[config.mk]
export PLATFORM = sky130hd
export DESIGN_NAME = rf_wb_arbiter
export DESIGN_NICKNAME = d
export VERILOG_FILES = /design/src/rtl/rf_wb_arbiter_pkg.sv /design/src/rtl/rf_scoreboard.sv /design/src/rtl/rf_wb_arbiter.sv
export SDC_FILE = /design/constraint.sdc
export NUM_CORES = 1
export LEC_CHECK = 0
export ABC_CLOCK_PERIOD_IN_PS = 5850
export BUFFER_PORTS_ARGS = -buffer_cell sky130_fd_sc_hd__buf_4
export CAP_MARGIN = 15
export CORE_MARGIN = 2
export CORE_UTILIZATION = 51
export CTS_BUF_LIST = sky130_fd_sc_hd__clkbuf_16
export DETAILED_ROUTE_END_ITERATION = 7
export GPL_TIMING_DRIVEN = 1
export HOLD_SLACK_MARGIN = 0.03
export PLACE_DENSITY = 0.87
export SLEW_MARGIN = 0
export SYNTH_ARGS = -nofsm -noshare
export SYNTH_HDL_FRONTEND = slang
export SYNTH_SLANG_ARGS = --single-unit
[constraint.sdc]
create_clock -name clk -period 5.85 [get_ports clk]
set_clock_uncertainty 0.1 [all_clocks]
set_input_delay 0.8775 -clock clk [delete_from_list [all_inputs] [get_ports clk]]
set_output_delay 0.8775 -clock clk [all_outputs]
set_load 0.01 [all_outputs]
[src/rtl/rf_wb_arbiter_pkg.sv]
// Shared types for the register-file writeback path: the packed rf write bus
// {we, waddr, wdata} and the general-register count.
package rf_wb_arbiter_pkg;

    localparam int GR_NUM       = 32;
    localparam int RF_WB_BUS_WD = 38;

    typedef logic [RF_WB_BUS_WD-1:0] rf_wb_bus_t;

    function automatic rf_wb_bus_t pack_wb(input logic we, input logic [4:0] waddr,
                                           input logic [31:0] wdata);
        return {we, waddr, wdata};
    endfunction

endpackage

[src/rtl/rf_scoreboard.sv]
// Pending-destination vector for in-flight mdu results, with issue gating and
// the three-port decode lookup. Register 0 is never tracked.
module rf_scoreboard
    import rf_wb_arbiter_pkg::*;
(
    input  logic              clk,
    input  logic              reset,
    input  logic              issue_valid,
    input  logic [4:0]        issue_dest,
    output logic              issue_ready,
    input  logic              clr_en,
    input  logic [4:0]        clr_idx,
    input  logic [4:0]        rj,
    input  logic [4:0]        rk,
    input  logic [4:0]        rd,
    output logic              hit,
    output logic [GR_NUM-1:0] pending
);

    logic [GR_NUM-1:0] sb_q;
    logic [GR_NUM-1:0] sb_d;
    logic              set_en;

    assign issue_ready = !sb_q[issue_dest] || (issue_dest == 5'd0);
    assign set_en      = issue_valid && issue_ready && (issue_dest != 5'd0);
    assign hit         = sb_q[rj] || sb_q[rk] || sb_q[rd];
    assign pending     = sb_q;

    // Set is applied after clear so a same-register set/clear leaves the bit set.
    always_comb begin
        sb_d = sb_q;
        if (clr_en) sb_d[clr_idx] = 1'b0;
        if (set_en) sb_d[issue_dest] = 1'b1;
        sb_d[0] = 1'b0;
    end

    always_ff @(posedge clk) begin
        if (reset) sb_q <= '0;
        else       sb_q <= sb_d;
    end

endmodule

[src/rtl/rf_wb_arbiter.sv]
// Arbitrates the single regfile write port between the writeback stage and the
// mdu, with starvation forcing and a registered rf/debug bus. Optional perf
// counters are enabled by defining RF_WB_ARB_PERF_EN.
module rf_wb_arbiter
    import rf_wb_arbiter_pkg::*;
#(
    parameter int STARVE_LIMIT = 4,
    parameter int CNT_W        = 3
)
(
    input  logic        clk,
    input  logic        reset,
    input  logic        ws_wb_valid,
    input  logic        ws_wb_we,
    input  logic [4:0]  ws_wb_dest,
    input  logic [31:0] ws_wb_wdata,
    input  logic [31:0] ws_wb_pc,
    output logic        ws_wb_ready,
    input  logic        mdu_wb_valid,
    input  logic [4:0]  mdu_wb_dest,
    input  logic [31:0] mdu_wb_wdata,
    input  logic [31:0] mdu_wb_pc,
    output logic        mdu_wb_ready,
    input  logic        mdu_issue_valid,
    input  logic [4:0]  mdu_issue_dest,
    output logic        mdu_issue_ready,
    input  logic [4:0]  ds_rj,
    input  logic [4:0]  ds_rk,
    input  logic [4:0]  ds_rd,
    output logic        ds_sb_hit,
    output logic        rf_we,
    output logic [4:0]  rf_waddr,
    output logic [31:0] rf_wdata,
    output logic [31:0] debug_wb_pc,
    output logic [3:0]  debug_wb_rf_we,
    output logic [4:0]  debug_wb_rf_wnum,
    output logic [31:0] debug_wb_rf_wdata
`ifdef RF_WB_ARB_PERF_EN
    ,
    output logic [31:0] perf_conflict_cnt,
    output logic [31:0] perf_force_cnt
`endif
);

    localparam logic [CNT_W-1:0] LIMIT = CNT_W'(STARVE_LIMIT);

    logic              ws_need;
    logic              mdu_need;
    logic              both_need;
    logic              force_mdu;
    logic              ws_write;
    logic              mdu_fire;
    logic [CNT_W-1:0]  starve_q;
    logic [CNT_W-1:0]  starve_d;
    rf_wb_bus_t        bus_q;
    rf_wb_bus_t        bus_d;
    logic [31:0]       pc_q;
    logic [31:0]       pc_d;
    logic [GR_NUM-1:0] sb_pending;

    always_comb begin
        ws_need      = ws_wb_valid && ws_wb_we && (ws_wb_dest != 5'd0);
        mdu_need     = mdu_wb_valid && (mdu_wb_dest != 5'd0);
        both_need    = ws_need && mdu_need;
        force_mdu    = both_need && (starve_q == LIMIT);
        ws_wb_ready  = !force_mdu;
        mdu_wb_ready = !both_need || force_mdu;
        ws_write     = ws_need && !force_mdu;
        mdu_fire     = mdu_wb_valid && mdu_wb_ready;

        starve_d = starve_q;
        if (mdu_fire)
            starve_d = '0;
        else if (mdu_wb_valid && (starve_q < LIMIT))
            starve_d = starve_q + CNT_W'(1);

        // Address/data hold when the port is idle; only the enable drops.
        bus_d                 = bus_q;
        bus_d[RF_WB_BUS_WD-1] = 1'b0;
        pc_d                  = pc_q;
        if (ws_write) begin
            bus_d = pack_wb(1'b1, ws_wb_dest, ws_wb_wdata);
            pc_d  = ws_wb_pc;
        end else if (mdu_fire) begin
            bus_d = pack_wb(mdu_need, mdu_wb_dest, mdu_wb_wdata);
            pc_d  = mdu_wb_pc;
        end else if (ws_wb_valid) begin
            pc_d  = ws_wb_pc;
        end
    end

    always_ff @(posedge clk) begin
        if (reset) begin
            starve_q <= '0;
            bus_q    <= '0;
            pc_q     <= '0;
        end else begin
            starve_q <= starve_d;
            bus_q    <= bus_d;
            pc_q     <= pc_d;
        end
    end

    // Decode stalls on ds_rd, so ws must never target a pending mdu destination.
    always_ff @(posedge clk) begin
        if (!reset) assert (!(ws_need && sb_pending[ws_wb_dest]));
    end

    rf_scoreboard u_sb (
        .clk         (clk),
        .reset       (reset),
        .issue_valid (mdu_issue_valid),
        .issue_dest  (mdu_issue_dest),
        .issue_ready (mdu_issue_ready),
        .clr_en      (mdu_fire && mdu_need),
        .clr_idx     (mdu_wb_dest),
        .rj          (ds_rj),
        .rk          (ds_rk),
        .rd          (ds_rd),
        .hit         (ds_sb_hit),
        .pending     (sb_pending)
    );

    assign rf_we             = bus_q[RF_WB_BUS_WD-1];
    assign rf_waddr          = bus_q[36:32];
    assign rf_wdata          = bus_q[31:0];
    assign debug_wb_pc       = pc_q;
    assign debug_wb_rf_wnum  = rf_waddr;
    assign debug_wb_rf_wdata = rf_wdata;

    for (genvar gi = 0; gi < 4; gi++) begin : g_dbg_we
        assign debug_wb_rf_we[gi] = rf_we;
    end

`ifdef RF_WB_ARB_PERF_EN
    logic [31:0] conflict_q;
    logic [31:0] force_q;

    always_ff @(posedge clk) begin
        if (reset) begin
            conflict_q <= '0;
            force_q    <= '0;
        end else begin
            if (both_need) conflict_q <= conflict_q + 32'd1;
            if (force_mdu) force_q    <= force_q + 32'd1;
        end
    end

    assign perf_conflict_cnt = conflict_q;
    assign perf_force_cnt    = force_q;
`endif

endmodule

# Word-level counts from Yosys, hierarchy flattened
# Cells that the tools add are included.
# Widths: inputs -> output; s select.
# totals
mem_bits_ro	0
latchBits	0
mem_count	0
ram_bits	0
output_inout_bits	115
word_cells	65
regBits	105
# op_classes
reduce_logical	27
shift	0
n_mux	19
multipliers	0
n_addsub	1
eq_ne	1
div_mod_pow	0
n_lt_le_gt_ge	8
bitwise	3
# ops
operator	n
$mux 32	5
$mux 38	2
$and 32x32->32	1
$not 32->32	1
$or 32x32->32	1
$lt 5x6->1 const B	5
$bmux 1 s5	4
$reduce_bool 5->1	3
$logic_and 1x1->1	13
$demux 1 s5	2
$ge 5x1->1 const B	2
$mux 1	6
$logic_not 5->1	1
$logic_or 1x1->1	4
$add 3x1->3 const B	1
$eq 3x3->1 const B	1
$logic_not 1->1	3
$lt 3x3->1 const B	1
$reduce_bool 3->1	1
$reduce_bool 2->1	1
$reduce_or 2->1	1

# Depth between registers and ports, before layout
# Gate-level depths: netlist of the first run.
# depth
ltp_word	10
depth_mapped	9

# Modules after synthesis
# A second synthesis of the first run with hierarchy kept.
# unflattened
cells_unflattened	750
area_unflattened_um2	6600.1
# by_module_without_submodules
module	seq_area_each_um2	area_per_inst_um2	cells_each	n_inst
rf_wb_arbiter	1461.4	4106.4	485	1
rf_scoreboard	620.6	2493.6	265	1

# Least setup slack after synthesis of the first run
# OpenSTA, ideal clock, no wires.
# synth_timing
path_kind	in2out
start	input port mdu_issue_dest[0]
end	output port mdu_issue_ready
path_stages	7
arrival_time_ns	2.534
path_buffers	2
path_slack_ns	2.339
required_ns	4.873
path_cell_list	buf_2 > clkbuf_1 > mux2_2 > nand2_1 > o21ai_0 > mux4_2 > mux2i_1
# synth_between
elab_chain_len	4
elab_cells_between_ends	5
# synth_rtl
element	line_no	rtl
start: declaration	rf_wb_arbiter.sv:25	input logic [4:0] mdu_issue_dest,
$bmux 1 s5	rf_scoreboard.sv:24	assign issue_ready = !sb_q[issue_dest] || (issue_dest == 5'd0);
$mux 1 (implied by the code)	rf_scoreboard.sv:24	
$logic_not 1->1	rf_scoreboard.sv:24	
$logic_or 1x1->1 *	rf_scoreboard.sv:24	
end: declaration	rf_wb_arbiter.sv:26	output logic mdu_issue_ready,
# Every way passes the cells marked *; elsewhere a longest branch is shown, timed or not. The select of a mux whose other input is x is not followed.

# Final worst setup path of the first run
# Same ends and word-level chain as after synthesis.

==> out/metrics.cfg, run 1 <==
[yosys]
synth-adder-area-share=0.004229
synth-edff-count=0
ys_seq_area_frac=0.3519
ys.flop_type=dfxtp_1
syn_area_per_cell_sq_um=8.453
syn_area_sq_um=5917
synthMuxAreaShare=0.1258
yosysWarnings=0
yosysUniqueCellTypes=57
async_flop_share=0
ys_top_cells_by_area=dfxtp_1 (35%), mux4_2 (9.9%), nand2_1 (9.0%)
synth_top_area_frac=0.3519
synth-simple-area-share=0.1886
syn_nets=866
synthXorXnorAreaFrac=0.001480
yosysTopAreaCell=dfxtp_1
synth_top_family_by_area=compound AO/OA/AOI/OAI gates
synth-seq-cells=104
synthCells=700
synth_compound_area_frac=0.2237

[clock_tree]
hold_buffers=0
clockRootBuffer=clkbuf_16
numClockSinks=104
numCtsBuffers=9
cts_tree=built
clock_path_buffers=2
clock_latency_ns=0.34
cts_resized=0
clk_pin_slew_worst_paths_ns=0.07
cts_setup_buffers=0
h-tree-depth=3

[placement]
hpwl_microns=14850
placed_area_sq_um=7645
numPortBuffers=278
placed_cells=1025
place_congestion=0.9429
dp_slack_ns=2.377

[worst_setup_path]
end_kind=output pin
worst_setup_path_start_kind=input pin
slowest_delay_ns=0.55
cp.arrival_ns=2.50
cp_slowest_cell=mux4_2
cp_top_family=multiplexers
critPathBufInv=2
cp.required_ns=4.87
crit_chain=buf_4 > mux4_2 > mux4_2 > mux2i_1 > buf_4
critPathMaxFanout=17
path_class=input pin to output pin

[layout]
syn_to_final_growth_pct=34.30
layout_common_cells=buf_4 (283), nand2_1 (142), dfxtp_1 (104)
n_antenna_cell=0
num-nets-final=1059
final_layout_size_suffix_gt1_frac=0.3808
layout_commonest_cell=buf_4
nFillCells=941
multiInputGateArea_sq_um=3226
fin_area_sq_um=7946
fin_cells=1041
regArea_sq_um=2082

[timing]
max_freq_ghz=0.2875
final-hold-violation-count=0
slew_viol_final=0
tightest_slew_ns=1.097
fin_crit_ns=3.478
layout_setup_ws_ns=2.372
fin_crit_sh=0.5945
finalSetupViolCount=0
rsz0062_at_grt=false
relSlewSlack=0.2685
setup_tns_ns=0

[status]
status=finished, final reports clean

[power_and_ir_drop]
pwr-share-seq=0.435
p_switching_uw=516.7
ir_drop_v=0.0001464
power_frac_comb=0.226
power.total_uw=1812
clock_power_share=0.340
p_int_uw=1296
swShare=0.2851
p_leak_uw=0.003428
powerDensity_nw_per_um2=228.1

[die]
rows=39
fp.dieW_microns=111.7
design.core.area_sq_um=11370
fp.dieArea_sq_um=12480
start_util=0.5204
dieHeight_microns=111.7
ios=279

[grt]
grtUsageTotal=0.3132
grt_antenna_before_repair=0
grt_max_degree=75
grt_pass1_wl_microns=31150
grt_pass1_vias=5989
overflow=0

[route]
drc=0
drt_first_pass_iters=6
initialDrtViolationCount=477
wl_microns=20260
avgRoutedWirePerCell_microns=19.46
vias=6298
viasPerCell=6.050
ant_nets=0

[worst_hold_path]
hold_path_class=register to register

[job]
cap_viol_max_count=0

[kinds of logic (layout without fill, tap and decap cells)]
kind of cell               Yosys count  in the layout
and+or+nand+nor                    245            245
xor gates and xnor gates             1              1
AOI/OAI and AO/OA                  197            197
buffers and inverters              110            308
adders and majority gates            2              2
muxes                               41             41
DFF                                104            104
[power groups by stage]
stage,registers [uW],clock network (uW),logic [uW]
final,788,615,409
after global routing,793,655,439
after CTS,787,618,407
after detailed placement,803,0,405
after global placement,802,0,399
after floorplan,812,0,201
[final cells by class]
cell class                      instances  share of cell area
Multi-Input combinational cell        486              0.4059
Tap cell                              143             0.02252
Sequential cell                       104              0.2620
Clock buffer                            9             0.02834
Inverter                                9            0.004251
Timing Repair Buffer                  283              0.2674
Clock inverter                          7            0.009605
[registers in the layout, indices dropped and copies added, names as in the netlist]
| register | flops |
|---|---|
| starve_q | 3 |
| bus_q | 38 |
| debug_wb_pc | 32 |
| u_sb.pending | 31 |
[worst register-to-register path, cell delays in order, from the launching register on]
cell and delay, ns:
dfxtp_1 0.34, inv_1 0.06, ha_1 0.19, nand2_1 0.14
o2111ai_4 0.18, o21a_1 0.52, buf_4 0.39, nand4_1 0.13
a32o_1 0.28
[final timing paths]
check	from	end	slack [ns]	cells after the start
worst max-delay path	mdu_issue_dest[0]	mdu_issue_ready	2.37	5
worst min-delay path	debug_wb_pc[1]	debug_wb_pc[1]	0.40	2
worst max register to register	starve_q[0]	u_sb.pending[3]	3.41	8
worst min register to register	debug_wb_pc[1]	debug_wb_pc[1]	0.40	2
[stage by stage]
step           hold slack [ns]  utilization
5_1_grt                 0.4102       0.6989
3_5_place_dp            0.3914       0.6724
3_3_place_gp            0.3808       0.6724
6_report                0.3982       0.6989
2_1_floorplan           0.3856            -
4_1_cts                 0.4015       0.6989
[per-layer routing]
layer / share of wire / vias to the layer above / global-route usage
li1: - / 2909 / -
met5: 0 / - / 0
met4: 0.030 / 0 / 0.1267
met2: 0.47 / 411 / 0.4941
met3: 0.10 / 57 / 0.07893
met1: 0.40 / 2921 / 0.4135
[cell usage after synthesis (all sizes together), types with 8 or more instances]
cell type / number
a21oi: 12
a311oi: 33
a31oi: 32
buf: 65
clkbuf: 36
dfxtp: 104
inv: 9
mux2i: 8
mux4: 26
nand2: 142
nand3: 8
nor2: 43
o211ai: 30
o21ai: 67
Power figures use the tool's default switching activity.
==> run 2, diff against run 1 <==
ABC_AREA = 1   (was default)
ABC_CLOCK_PERIOD_IN_PS = 3400   (was 5850)
CORE_UTILIZATION = 50   (was 51)
PLACE_DENSITY = 0.81   (was 0.87)
clock period = 3.4 ns   (was 5.85 ns; I/O delays follow)
==> out/metrics.cfg, run 2 <==
[status]
status=finished, final reports clean

[yosys]
synth_top_area_frac=0.2846
yosysMostFrequentCell=nand2_1
synth_common_cells=nand2_1 (328), inv_1 (152), nand3_1 (132)
yosysUniqueCellTypes=33
yosysWarnings=0
syn_area_per_cell_sq_um=6.153
synthCells=1189
ys_seq_area_frac=0.2846
synth-seq-cells=104
async_flop_share=0
yosysTopAreaCell=dfxtp_1
syn_area_sq_um=7316
syn_nets=1355
ys_top_cells_by_area=dfxtp_1 (28%), nand2_1 (17%), nand3_1 (9.0%)
ys.flop_type=dfxtp_1
synth-edff-count=0

[die]
dieHeight_microns=125.0
fp.dieW_microns=125.0
fp.dieArea_sq_um=15620
ios=279
design.core.area_sq_um=14420
start_util=0.5072
rows=44

[worst_hold_path]
hp-start=ws_wb_pc[5]
min_to=debug_wb_pc[5]
hold_path_class=input pin to register
whs_path_depth=5

[layout]
layout_commonest_cell=nand2_1
n_antenna_cell=0
largest_reg_flops=38
regMostFlops=bus_q
syn_to_final_growth_pct=28.22
final_layout_size_suffix_gt1_frac=0.2408
layout_common_cells=nand2_1 (328), buf_4 (293), inv_1 (152)
num-nets-final=1540
fin_cells=1563

[clock_tree]
h-tree-depth=3
clock_latency_ns=0.36
numCtsBuffers=9
clk_pin_slew_worst_paths_ns=0.07
cts_setup_buffers=0
clockRootBuffer=clkbuf_16
cts_resized=0
hold_buffers=0
cts_tree=built
numClockSinks=104
clock_path_buffers=2

[route]
initialDrtViolationCount=661
avgRoutedWirePerCell_microns=16.61
drt_first_pass_iters=6
wl_microns=25970
vias=8558
drc=0
ant_nets=0
viasPerCell=5.475

[placement]
hpwl_microns=18840
placed_cells=1547
numPortBuffers=278
place_congestion=0.9603

[worst_setup_path]
end_kind=register
worst_setup_path_start_kind=register
reg2reg_depth=10
timing.rr.start=starve_q[0]
cp.arrival_ns=2.78
cp.required_ns=3.61
ff2ff_setup_slack_ns=0.82
r2r-end=bus_q[26]
path_class=register to register
critPathMaxFanout=23

[power_and_ir_drop]
ir_drop_v=0.0003394
powerDensity_nw_per_um2=373.0
p_leak_uw=0.004894

[grt]
grt_pass1_wl_microns=40360
overflow=0
grtUsageTotal=0.3179
grt_pass1_vias=7808
grt_max_degree=46
grt_antenna_before_repair=0

[timing]
slew_viol_final=0
max_freq_ghz=0.3882
fin_crit_sh=0.7576
finalSetupViolCount=0
tightest_slew_ns=0.8417
relSlewSlack=0.4375
setup_tns_ns=0
fin_crit_ns=2.576
rsz0062_at_grt=false
final-hold-violation-count=0

[job]
cap_viol_max_count=0

## run 2: metrics by stage
| step | power [uW] | utilization | worst slack (ns) | area, sq um | hold WS (ns) |
|---|---|---|---|---|---|
| 2_1_floorplan | 1865 | - | 1.199 | 7316 | 0.3539 |
| 3_3_place_gp | 2214 | 0.6249 | 0.8249 | 9014 | 0.3630 |
| 3_5_place_dp | 2226 | 0.6249 | 0.7164 | 9014 | 0.3682 |
| 4_1_cts | 3498 | 0.6503 | 0.8331 | 9380 | 0.3232 |
| 5_1_grt | 3646 | 0.6503 | 0.6293 | 9380 | 0.3423 |
| 6_report | 3499 | 0.6503 | 0.8242 | 9380 | 0.3266 |
## run 2: worst max-delay path by stage
stage | start | to | slack, ns | cells after the start
floorplan | ds_rk[0] | ds_sb_hit | 1.20 | 10
global placement | mdu_wb_dest[1] | debug_wb_pc[21] | 0.82 | 12
detailed placement | mdu_wb_dest[4] | bus_q[26] | 0.72 | 11
CTS | ds_rd[0] | ds_sb_hit | 0.83 | 9
global route | ds_rd[0] | ds_sb_hit | 0.63 | 9
finish | starve_q[0] | bus_q[26] | 0.82 | 10
## run 2: cells by family (layout without fill, tap and decap cells)
kind of cell             Yosys count  in the layout  synth area share
AND/OR/NAND/NOR                  645            645            0.4108
adder cells (fa/ha/maj)            2              2          0.003420
flip-flops                       104            104            0.2846
AO/OA/AOI/OAI                    162            162            0.1189
buffers and inverters            275            465            0.1811
XOR/XNOR                           1              1          0.001197
## run 2: critical path, cell delays in order (launching register included)
cell and delay, ns:
dfxtp_1 0.34, inv_1 0.06, ha_1 0.14, nand2_1 0.16, o21ai_4 0.58, inv_2 0.27
nor2_4 0.52, nand2_1 0.13, nand3_1 0.11, nand2_1 0.06, inv_1 0.05
## run 2: layout make-up
| cell class | instances | area [sq um] |
|---|---|---|
| flip-flops and latches | 104 | 2082 |
| well taps | 184 | 230.2 |
| inverters | 156 | 585.6 |
| clock inverters | 7 | 141.4 |
| clock buffers | 9 | 225.2 |
| multi-input cells | 810 | 3916 |
| repair buffers | 293 | 2200 |
| fillers | 1332 | 5044 |
## run 2: layer usage
layer  wire length [microns]  share of wire  vias to the layer above  track usage
met5                       0              0                        -            0
met4                    1407          0.054                        0       0.1752
met3                    2207          0.085                       93      0.06376
met1                    9954           0.38                     3826       0.3873
li1                        -              -                     4186            -
met2                   12400           0.48                      453       0.5272
## run 2: power breakdown
group | leakage, uW | total [uW] | internal (uW) | switching [uW]
Clock | 0.000178 | 1290 | 796 | 493
Combinational | 0.00386 | 860 | 392 | 468
Sequential | 0.000855 | 1350 | 1290 | 59.5
Total | 0.00489 | 3500 | 2480 | 1020
